--- src/rtl/l1mtx_output_arb.sv ---
// Per-output-port arbiter for the L1 AHB bus matrix: address-phase grant, data-phase owner tracking,
// burst/lock hold. Define L1MTX_ARB_FIXED_PRIO_EN for fixed lowest-index priority instead of round-robin.
module l1mtx_output_arb #(
  parameter int NUM_IN = 3,
  parameter int IDW    = 2
) (
  input  logic              HCLK,
  input  logic              HRESETn,
  input  logic [NUM_IN-1:0] req_in,
  input  logic [1:0]        HTRANSM,
  input  logic [2:0]        HBURSTM,
  input  logic              HMASTLOCKM,
  input  logic              HREADYM,
  output logic [IDW-1:0]    addr_in_port,
  output logic              no_port,
  output logic [IDW-1:0]    data_in_port,
  output logic              data_valid
);

  localparam logic [1:0] HT_IDLE   = 2'b00;
  localparam logic [1:0] HT_BUSY   = 2'b01;
  localparam logic [1:0] HT_NONSEQ = 2'b10;
  localparam logic [1:0] HT_SEQ    = 2'b11;

  logic [IDW-1:0] addr_q, addr_d;
  logic           nop_q, nop_d;
  logic [IDW-1:0] data_q, data_d;
  logic           dv_q, dv_d;
  logic [3:0]     cnt_q, cnt_d;
  logic [3:0]     cnt_next;
  logic           owner_req;
  logic           hold;
  logic           any_req;
  logic [IDW-1:0] winner;
`ifndef L1MTX_ARB_FIXED_PRIO_EN
  logic [IDW-1:0] last_q, last_d;
`endif

  // Remaining beats of a defined-length burst after the current address phase.
  always_comb begin
    cnt_next = cnt_q;
    case (HTRANSM)
      HT_NONSEQ: begin
        case (HBURSTM)
          3'd2, 3'd3: cnt_next = 4'd3;
          3'd4, 3'd5: cnt_next = 4'd7;
          3'd6, 3'd7: cnt_next = 4'd15;
          default:    cnt_next = 4'd0;
        endcase
      end
      HT_SEQ:  cnt_next = (cnt_q == 4'd0) ? 4'd0 : cnt_q - 4'd1;
      HT_BUSY: cnt_next = cnt_q;
      HT_IDLE: cnt_next = 4'd0;
      default: cnt_next = 4'd0;
    endcase
    if (nop_q) cnt_next = 4'd0;
  end

  always_comb begin
    owner_req = 1'b0;
    for (int i = 0; i < NUM_IN; i++) begin
      if (addr_q == IDW'(i)) owner_req = req_in[i];
    end
    hold = ~nop_q & owner_req & (HMASTLOCKM | (cnt_next != 4'd0));
  end

  always_comb begin
    any_req = |req_in;
    winner  = '0;
`ifdef L1MTX_ARB_FIXED_PRIO_EN
    for (int i = NUM_IN - 1; i >= 0; i--) begin
      if (req_in[i]) winner = IDW'(i);
    end
`else
    // Scan downwards so the last assignment is the nearest requester after last_q.
    for (int k = NUM_IN; k >= 1; k--) begin
      int idx;
      idx = int'(last_q) + k;
      if (idx >= NUM_IN) idx = idx - NUM_IN;
      if (req_in[idx]) winner = IDW'(idx);
    end
`endif
  end

  always_comb begin
    addr_d = addr_q;
    nop_d  = nop_q;
    data_d = data_q;
    dv_d   = dv_q;
    cnt_d  = cnt_q;
`ifndef L1MTX_ARB_FIXED_PRIO_EN
    last_d = last_q;
`endif
    if (HREADYM) begin
      cnt_d  = cnt_next;
      data_d = addr_q;
      dv_d   = ~nop_q & HTRANSM[1];
      if (!hold) begin
        if (any_req) begin
          addr_d = winner;
          nop_d  = 1'b0;
`ifndef L1MTX_ARB_FIXED_PRIO_EN
          last_d = winner;
`endif
        end else begin
          nop_d = 1'b1;
        end
      end
    end
  end

  always_ff @(posedge HCLK or negedge HRESETn) begin
    if (!HRESETn) begin
      addr_q <= '0;
      nop_q  <= 1'b1;
      data_q <= '0;
      dv_q   <= 1'b0;
      cnt_q  <= 4'd0;
`ifndef L1MTX_ARB_FIXED_PRIO_EN
      last_q <= IDW'(NUM_IN - 1);
`endif
    end else begin
      addr_q <= addr_d;
      nop_q  <= nop_d;
      data_q <= data_d;
      dv_q   <= dv_d;
      cnt_q  <= cnt_d;
`ifndef L1MTX_ARB_FIXED_PRIO_EN
      last_q <= last_d;
`endif
    end
  end

  assign addr_in_port = addr_q;
  assign no_port      = nop_q;
  assign data_in_port = data_q;
  assign data_valid   = dv_q;

endmodule

--- config.mk ---
export PLATFORM = sky130hd
export DESIGN_NAME = l1mtx_output_arb
export DESIGN_NICKNAME = d
export VERILOG_FILES = /design/src/rtl/l1mtx_output_arb.sv
export SDC_FILE = /design/constraint.sdc
export NUM_CORES = 1
export LEC_CHECK = 0
export CAP_MARGIN = 20
export CORE_AREA = 2 2 44 46
export CTS_BUF_LIST = sky130_fd_sc_hd__clkbuf_8 sky130_fd_sc_hd__clkbuf_16
export DETAILED_ROUTE_END_ITERATION = 6
export DIE_AREA = 0 0 46 48
export PLACE_DENSITY = 0.77
export SYNTH_ARGS = -nofsm -noshare
export SYNTH_HDL_FRONTEND = slang
export SYNTH_SLANG_ARGS = --single-unit
--- constraint.sdc ---
create_clock -name HCLK -period 2.1 [get_ports HCLK]
set_clock_uncertainty 0.05 [all_clocks]
set_input_delay 0.21 -clock HCLK [delete_from_list [all_inputs] [get_ports HCLK]]
set_output_delay 0.21 -clock HCLK [all_outputs]
set_load 0.01 [all_outputs]
* Word-level counts from Yosys, hierarchy flattened *
Index checks and enable logic that the tools add are counted.
W data, S select, Z words.

storage, ports and cells
  register bits = 12
  bits of input ports = 12
  logic and storage cells = 69

cells by class
  $add $sub $neg = 7
  magnitude comparators = 6
  equality and inequality tests = 11
  multiplexer cells = 23
  bitwise gates (word level) = 6
  reductions and logical operators = 10

operators by type and width
  operator               count
  $lt A32 B4 Y1 const B  3
  $mux W32               3
  $pmux W4 S4            1
  $eq A3 B3 Y1 const B   4
  $pmux W4 S3            1
  $sub A3 B2 Y4 const B  3
  $mux W1                10
  $ge A3 B2 Y1 const B   3
  $mux W4                2
  $add A2 B2 Y3 const B  2
  $bmux W1 S2            3
  $eq A2 B2 Y1 const B   3
  $eq A3 B2 Y1 const B   2
  $mux W2                3
  $reduce_or A2 Y1       3
  $eq A2 B1 Y1 const B   2
  $logic_not A2 Y1       2
  $logic_not A4 Y1       1
  $reduce_bool A4 Y1     1
  $sub A4 B1 Y4 const B  1
  $add A2 B1 Y3 const B  1
  $and A1 B1 Y1          3
  $reduce_and A3 Y1      1
  $reduce_or A3 Y1       1
  3 further kinds        4

* Logic depth before layout (Yosys ltp) *
Gate-level depths: netlist (run 1).

  depth in word-level cells = 10
  gate-level depth with buffers = 7
  gate-level depth less buffers = 7

* Worst setup path after synthesis (run 1) *
OpenSTA, ideal clock, no wires.

  path kind = register to register
  start = register cnt_q[0]
  end = register addr_q[0] (netlist: addr_in_port[0])
  library setup time = 0.142 ns
  arrival time = 1.712 ns
  path slack = 0.196 ns
  stages on the path, launching flop included = 8
  path buffers = 0
  period minus slack after synthesis = 1.904 ns
  path through = dfrtp_1 > inv_1 > ha_1 > nor3b_2 > o221ai_2 > a211o_1 > o311ai_0 > o211ai_1

on the way
  longest elaborated chain between the ends = 9
  elaborated cells between the ends (all ways) = 10
  classes of those cells = add/sub: 1; mux: 3; bitwise: 3; reduce/logical: 3

RTL lines
  element                                            line  text
  start, declared                                    29    logic [3:0] cnt_q, cnt_d;
  start signal, assigned                             127   cnt_q <= cnt_d;
  $sub A4 B1 Y4 or $logic_not A4 Y1 (tied branches)  51    HT_SEQ: cnt_next = (cnt_q == 4'd0) ? 4'd0 : cnt_q - 4'd1;
  $mux W4                                            51
  $pmux W4 S4 (*)                                    42    case (HTRANSM)
  $mux W4 (*)                                        56    if (nop_q) cnt_next = 4'd0;
  $reduce_bool A4 Y1 (*)                             64    hold = ~nop_q & owner_req & (HMASTLOCKM | (cnt_next != 4'd0));
  $or A1 B1 Y1 (*)                                   64
  $and A1 B1 Y1 (*)                                  64
  $not A1 Y1 (no line) (*)                           --
  $reduce_and A3 Y1 (no line) (*)                    --
  end signal, assigned                               123   addr_q <= addr_d;
  end, declared                                      25    logic [IDW-1:0] addr_q, addr_d;

Mark *: on every way between the ends. The rest lies on a longest branch, timed or not.
A chain may end at the register's enable or synchronous reset.

* Worst setup path in the final report (run 1) *
  start = register cnt_q[1]
  end = register addr_q[1] (netlist: addr_in_port[1])

Same word-level chain as after synthesis.

==> results of run 1 <==
## cells by family (layout without fill, tap and decap cells)
group,after synthesis,count (layout),share of synthesized area
buffers and inverters,12,41,0.0671
multiplexers,4,4,0.0546
AO/OA/AOI/OAI,30,30,0.273
flip-flops,11,11,0.346
adder cells (fa/ha/maj),4,4,0.0624
AND/OR/NAND/NOR,28,28,0.197
## final cells by class
type,instances,area (um2),area share
Multi-Input combinational cell,66,503,0.443
Timing Repair Buffer,29,258,0.227
Tap cell,17,21.3,0.0187
Clock buffer,3,41.3,0.0364
Clock inverter,1,3.75,0.00331
Sequential cell,11,278,0.245
Inverter,8,30.0,0.0265
## power groups by stage
stage	clock, mW	combinational (mW)	sequential, mW
3_5_place_dp	0	0.499	0.339
2_1_floorplan	0	0.281	0.347
3_3_place_gp	0	0.481	0.334
4_1_cts	0.205	0.517	0.339
5_1_grt	0.218	0.594	0.353
6_report	0.202	0.545	0.341
## worst paths after layout
kind                                             start                          end  slack [ns]
max                               cnt_q[1]$_DFFE_PN0P_  addr_in_port[1]$_DFFE_PN0P_        0.07
min                                            HRESETn  data_in_port[1]$_DFFE_PN0P_        0.26
max reg2reg                       cnt_q[1]$_DFFE_PN0P_  addr_in_port[1]$_DFFE_PN0P_        0.07
min reg2reg                data_in_port[1]$_DFFE_PN0P_  data_in_port[1]$_DFFE_PN0P_        0.47
max in group asynchronous                      HRESETn        last_q[1]$_DFFE_PN1P_        1.40
min in group HCLK          data_in_port[1]$_DFFE_PN0P_  data_in_port[1]$_DFFE_PN0P_        0.47
## flip-flops by register name (all words and copies together) (netlist names)
name	cells
data_valid	1
no_port	1
data_in_port	2
cnt_q	4
addr_in_port	2
last_q	1
## per-stage QoR
stage | worst slack [ns] | setup TNS, ns | hold WS [ns]
2_1_floorplan | 0.196 | 0 | -0.136
3_3_place_gp | -0.0565 | -0.108 | 0.444
3_5_place_dp | -0.135 | -0.282 | 0.450
4_1_cts | 0.00647 | 0 | 0.270
5_1_grt | -0.0147 | -0.0359 | 0.306
6_report | 0.0724 | 0 | 0.256
## what timing repair did
action / 4_1_cts / 5_1_grt
endpoints found under the hold margin: 0 / 0
pin swaps: 1 / 5
buffers inserted: 0 / 1
resized for setup: 3 / 7
endpoints found under the setup margin: 2 / 4
hold buffers: 0 / 0
## layer usage
layer	up-vias	track usage	share of wire
met1	378	0.245	0.45
met2	34	0.350	0.49
met4	0	0.0686	0.0089
li1	390	-	-
met3	4	0.0566	0.050
met5	-	0	0
## cell usage in the layout (no fill, tap or decap), types with 2 or more instances in the layout
cell              n
clkdlybuf4s50_1  16
buf_4            13
dfrtp_1           9
inv_1             7
o21ai_0           7
nand2_1           7
o211ai_1          6
nor3_1            4
mux2_2            3
nand2b_1          3
nand3_1           3
a21oi_1           3
nor2_1            3
o311ai_1          3
ha_1              3
clkbuf_8          3
inv_2             2
nor2b_1           2
a21o_1            2
and3b_1           2
dfstp_2           2
## critical path, cell delays in order, from the launching register on
cell and delay (ns):
dfrtp_1 0.39, inv_2 0.09, ha_4 0.14, nor3b_4 0.22
o221ai_2 0.14, a211o_1 0.33, o31a_1 0.37, o211ai_1 0.20
==> results.md, run 1 <==
* Max-cap violation count at 0
* Worst min path class: in -> async
* Leak at 0.483 nW
* Required time worst endpoint at 2.19 ns
* Final setup vio count at 0
* TritonCTS buffer count at 3
* Async SR Flop Fraction at 1.00
* Setup CP Type: reg -> reg
* Die Span Y at 48 um
* Root buf cell: clkbuf_8
* Number of DRC markers in iteration 0 at 34
* Worst slew pin tran at 0.580 ns
* Initial antenna violation count at 0
* Period utilization at 0.966
* Arrival @ worst endpoint at 2.12 ns
* TritonCTS clock tree: built
* Die Span X at 46 um
* Total track usage at 0.204
* Average wire per standard cell at 14.9 um
* IO Count at 18
* Flop and latch count out of synthesis at 11
* Clock sink total at 11
* Initial Util at 0.475
* Startpoint Class: flip-flop
* PwrDens at 959 nW/um2
* Vias/cell at 5.97
* F_max at 493 MHz
* Clk buf depth at 2
* First-pass GRT wire length at 3150 um
* Routed Antenna Nets at 0
* Maximum vdd drop at 0.760 mV
* Pint at 0.694 mW
* P&R area growth vs syn at 41.5%
* Syn_nets at 105
* Nets@finish at 135
* GRT Residual Overflow at 0
* Total Wirelength at 2020 um
* Vias at 806
* Most frequent cell after synthesis: dfrtp_1
* Post-DP Area at 1050 um2
* Die area at 2210 um2
* Synth top cells by count: dfrtp_1, inv_1, nand2_1, o21ai_0, o211ai_1
* Status: completed
* Main area contributors after synthesis: dfrtp_1, dfstp_2, ha_1
* Slew Viols, Final at 0
* Worst-path clk slew at 0.05 ns
* Reg2Reg Depth at 7
* Final hold viol count at 0
* Sw Ratio at 0.362
* Final Power at 1.09 mW
* Dominant synthesized flop cell: dfrtp_1
* Area of the mapped netlist at 802 um2
* # DRC at 0
* Max_slew headroom at 0.609
* CORE AREA at 1690 um2
* Cell total after placement at 130
* Worst Path Max Fanout at 4
* Proportion of synthesized chip area in sequential cells at 0.346
* Post-Layout Cell Count at 135
* Clock power frac at 0.185
* Site row count at 15
* Distinct cells, synth at 33
* Combinational power share at 0.501
* Clock Latency Late Sink at 0.23 ns
* Fill cells at 140
* Register share of total power at 0.314
* Buffers on Ports at 16
* Tmin final at 2.03 ns
* Net Sw Power at 0.394 mW
* Worst Setup End Kind: flip-flop
* HPWL Detailed at 1490 um
* GPL Wtd Cong at 0.887
* Syn Inst Count at 89
* Core Util, Final at 0.672
* Pin count of the biggest net entering global routing at 12
* Cell taking the most area after synthesis: dfrtp_1
* Layout cell share with drive strength beyond 1 at 0.246
* Synth top area share at 0.281
* 1st-pass router iterations at 4
* Vias in the first global route at 766
* Mean Syn Cell Area at 9.01 um2
* Design area at 1130 um2
* N_diodes at 0
* H-Tree Depth at 1
* Synth warn at 0
* EDFF count, synth at 0
Power figures use the tool's default switching activity.
==> run 2: changes to the inputs <==
- ABC_AREA: default -> 1
- CORE_AREA: 2 2 44 46 -> 2 2 52 54
- DIE_AREA: 0 0 46 48 -> 0 0 54 56
- PLACE_DENSITY: 0.77 -> 0.6
==> run 2 against run 1 <==
Compared with the run above:
- first-iteration DRC count decreased by 41%
- area after synthesis increased by 4.7%
- cell count increased by 36%
- sequential power about the same
- non-clock buffer count decreased by 11
- total power increased by 11%
- register-to-register slack improved by 0.11 ns
- die area increased by 37%
- final area decreased by 3.2%
- sequential cell count unchanged
- count of clock-buffer cells in the layout unchanged
- utilization decreased by 22 points
==> results.md, run 2 <==
* Status: completed
* Clock Latency Late Sink at 0.24 ns
* N_diodes at 0
* Syn_nets at 149
* Initial antenna violation count at 0
* EDFF count, synth at 0
* PwrDens at 1100 nW/um2
* Syn Inst Count at 133
* Largest register FFs at 4
* Worst min path class: in -> async
* Worst slew pin tran at 0.490 ns
* Post-DP Area at 1040 um2
* Total Wirelength at 1940 um
* Routed Antenna Nets at 0
* Final hold viol count at 0
* Leak at 0.568 nW
* Proportion of synthesized chip area in sequential cells at 0.331
* Vias at 865
* Initial Util at 0.345
* Worst-path clk slew at 0.05 ns
* Site row count at 18
* Total track usage at 0.139
* Synth top area share at 0.268
* Reg2Reg Depth at 11
* Flop and latch count out of synthesis at 11
* F_max at 520 MHz
* Startpoint Class: flip-flop
* Root buf cell: clkbuf_8
* Dominant synthesized flop cell: dfrtp_1
* Maximum vdd drop at 0.669 mV
* Cell taking the most area after synthesis: dfrtp_1
* Core Util, Final at 0.452
* Max-cap violation count at 0
* HPWL Detailed at 1530 um
* Mean Syn Cell Area at 6.31 um2
* Setup CP Type: reg -> reg
* H-Tree Depth at 1
* Slew Viols, Final at 0
* Number of DRC markers in iteration 0 at 20
* CORE AREA at 2430 um2
* RSZ-0062 raised after global routing: no
* Met2 Use GR at 0.246
* Final Power at 1.21 mW
* 1st-pass router iterations at 4
* Worst Setup End Kind: flip-flop
* Nets@finish at 170
* TritonCTS buffer count at 3
* Main area contributors after synthesis: dfrtp_1, nand2_1, inv_1
* Met3 usage at 0.0242
* Commonest non-fill, non-tap cell in the layout: nand2_1
* Gr busiest metal: met2
* Arrival @ worst endpoint at 2.00 ns
* GRT Residual Overflow at 0
* Area of the mapped netlist at 840 um2
* TNS Setup at 0 ns
* Met1 Resource Use GR at 0.165
* Cell total after placement at 179
* Vias in the first global route at 821
* Vias/cell at 4.73
* Most frequent cells in the layout: nand2_1, inv_1, clkdlybuf4s50_1
* Required time worst endpoint at 2.18 ns
* Pin count of the biggest net entering global routing at 13
* Async SR Flop Fraction at 1.00
* # DRC at 0
* First-pass GRT wire length at 3250 um
* Synth top cells by count: nand2_1, inv_1, nand3_1, o21ai_0, dfrtp_1
* P&R area growth vs syn at 30.8%
* Design area at 1100 um2
* Buffers on Ports at 16
* Period utilization at 0.915
* GPL Wtd Cong at 0.818
* TritonCTS clock tree: built
* Layout cell share with drive strength beyond 1 at 0.118
* IO Count at 18
* Final setup vio count at 0
* Post-Layout Cell Count at 183
* Tmin final at 1.92 ns
* Synth warn at 0
* Clk buf depth at 2
* Max_slew headroom at 0.672
* Clock sink total at 11
* Worst Path Max Fanout at 6
* Die Span X at 54 um
* Most flops, register: cnt_q
* Die area at 3020 um2
* Most frequent cell after synthesis: nand2_1
* Die Span Y at 56 um
* Average wire per standard cell at 10.6 um
* Distinct cells, synth at 19
[run 2: cell count changes after synthesis, sizes merged, moves of 4 or more]
cell	before	now
o311ai	4	0
nand2	7	49
inv	8	22
nand3	3	13
o21ai	7	11
o211ai	6	0
nor2	3	10
[run 2: layout make-up]
class	instances	area (um2)
clock buffer	3	41.3
clock inverter	1	3.75
fill	253	1330
inverter	22	82.6
multi-input combinational	98	480
sequential	11	278
tap	30	37.5
timing repair buffer	18	175
[run 2: path summary, 6_finish.rpt]
check / slack [ns] / endpoint / startpoint
setup / recovery: 0.18 / addr_in_port[0]$_DFFE_PN0P_ / last_q[1]$_DFFE_PN1P_
hold / removal: 0.26 / cnt_q[3]$_DFFE_PN0P_ / HRESETn
setup reg to reg: 0.18 / addr_in_port[0]$_DFFE_PN0P_ / last_q[1]$_DFFE_PN1P_
hold reg to reg: 0.42 / data_in_port[1]$_DFFE_PN0P_ / data_in_port[1]$_DFFE_PN0P_
max in group asynchronous: 1.39 / last_q[1]$_DFFE_PN1P_ / HRESETn
min in group HCLK: 0.42 / data_in_port[1]$_DFFE_PN0P_ / data_in_port[1]$_DFFE_PN0P_
[run 2: cell families after synthesis]
| kind of cell | share of synthesized area |
|---|---|
| AO/OA/AOI/OAI | 0.122 |
| adder cells (fa/ha/maj) | 0.0596 |
| buffers and inverters | 0.112 |
| flip-flops | 0.331 |
| AND/OR/NAND/NOR | 0.376 |
[run 2: worst max-delay path, stage by stage (launching register included)]
cell	delay, ns
dfstp_2	0.54
inv_1	0.08
ha_4	0.24
inv_2	0.09
a21oi_1	0.04
o21ai_0	0.11
nand2_1	0.11
or2_2	0.28
nand3_1	0.08
nand2_1	0.06
nand3_1	0.08
nand2_1	0.05
[run 2: metrics by stage]
| stage | hold slack [ns] | setup slack (ns) |
|---|---|---|
| 2_1_floorplan | -0.136 | 0.212 |
| 3_3_place_gp | 0.409 | 0.137 |
| 3_5_place_dp | 0.414 | 0.0674 |
| 4_1_cts | 0.278 | 0.0608 |
| 5_1_grt | 0.311 | 0.0324 |
| 6_report | 0.257 | 0.178 |
[run 2: layer usage]
layer | wire length (um) | vias up
met5 | 0 | -
met4 | 8 | 0
met3 | 84 | 2
met2 | 958 | 18
met1 | 892 | 389
li1 | - | 456
[run 2: repair_timing]
item,CTS,global route
hold buffers,0,0
setup endpoints to repair,0,2
buffers inserted,0,0
resized for setup,0,2
[run 2: power by group]
group / total, mW / internal (mW) / switching, mW
Sequential: 0.343 / 0.285 / 0.0583
Combinational: 0.656 / 0.288 / 0.368
Clock: 0.207 / 0.128 / 0.0791
Total: 1.21 / 0.701 / 0.505
==> run 3: changes to the inputs <==
- CTS_CLUSTER_SIZE: default -> 30
==> results of run 3 <==
Final layout, timing and power as in run 2 (identical DEF).
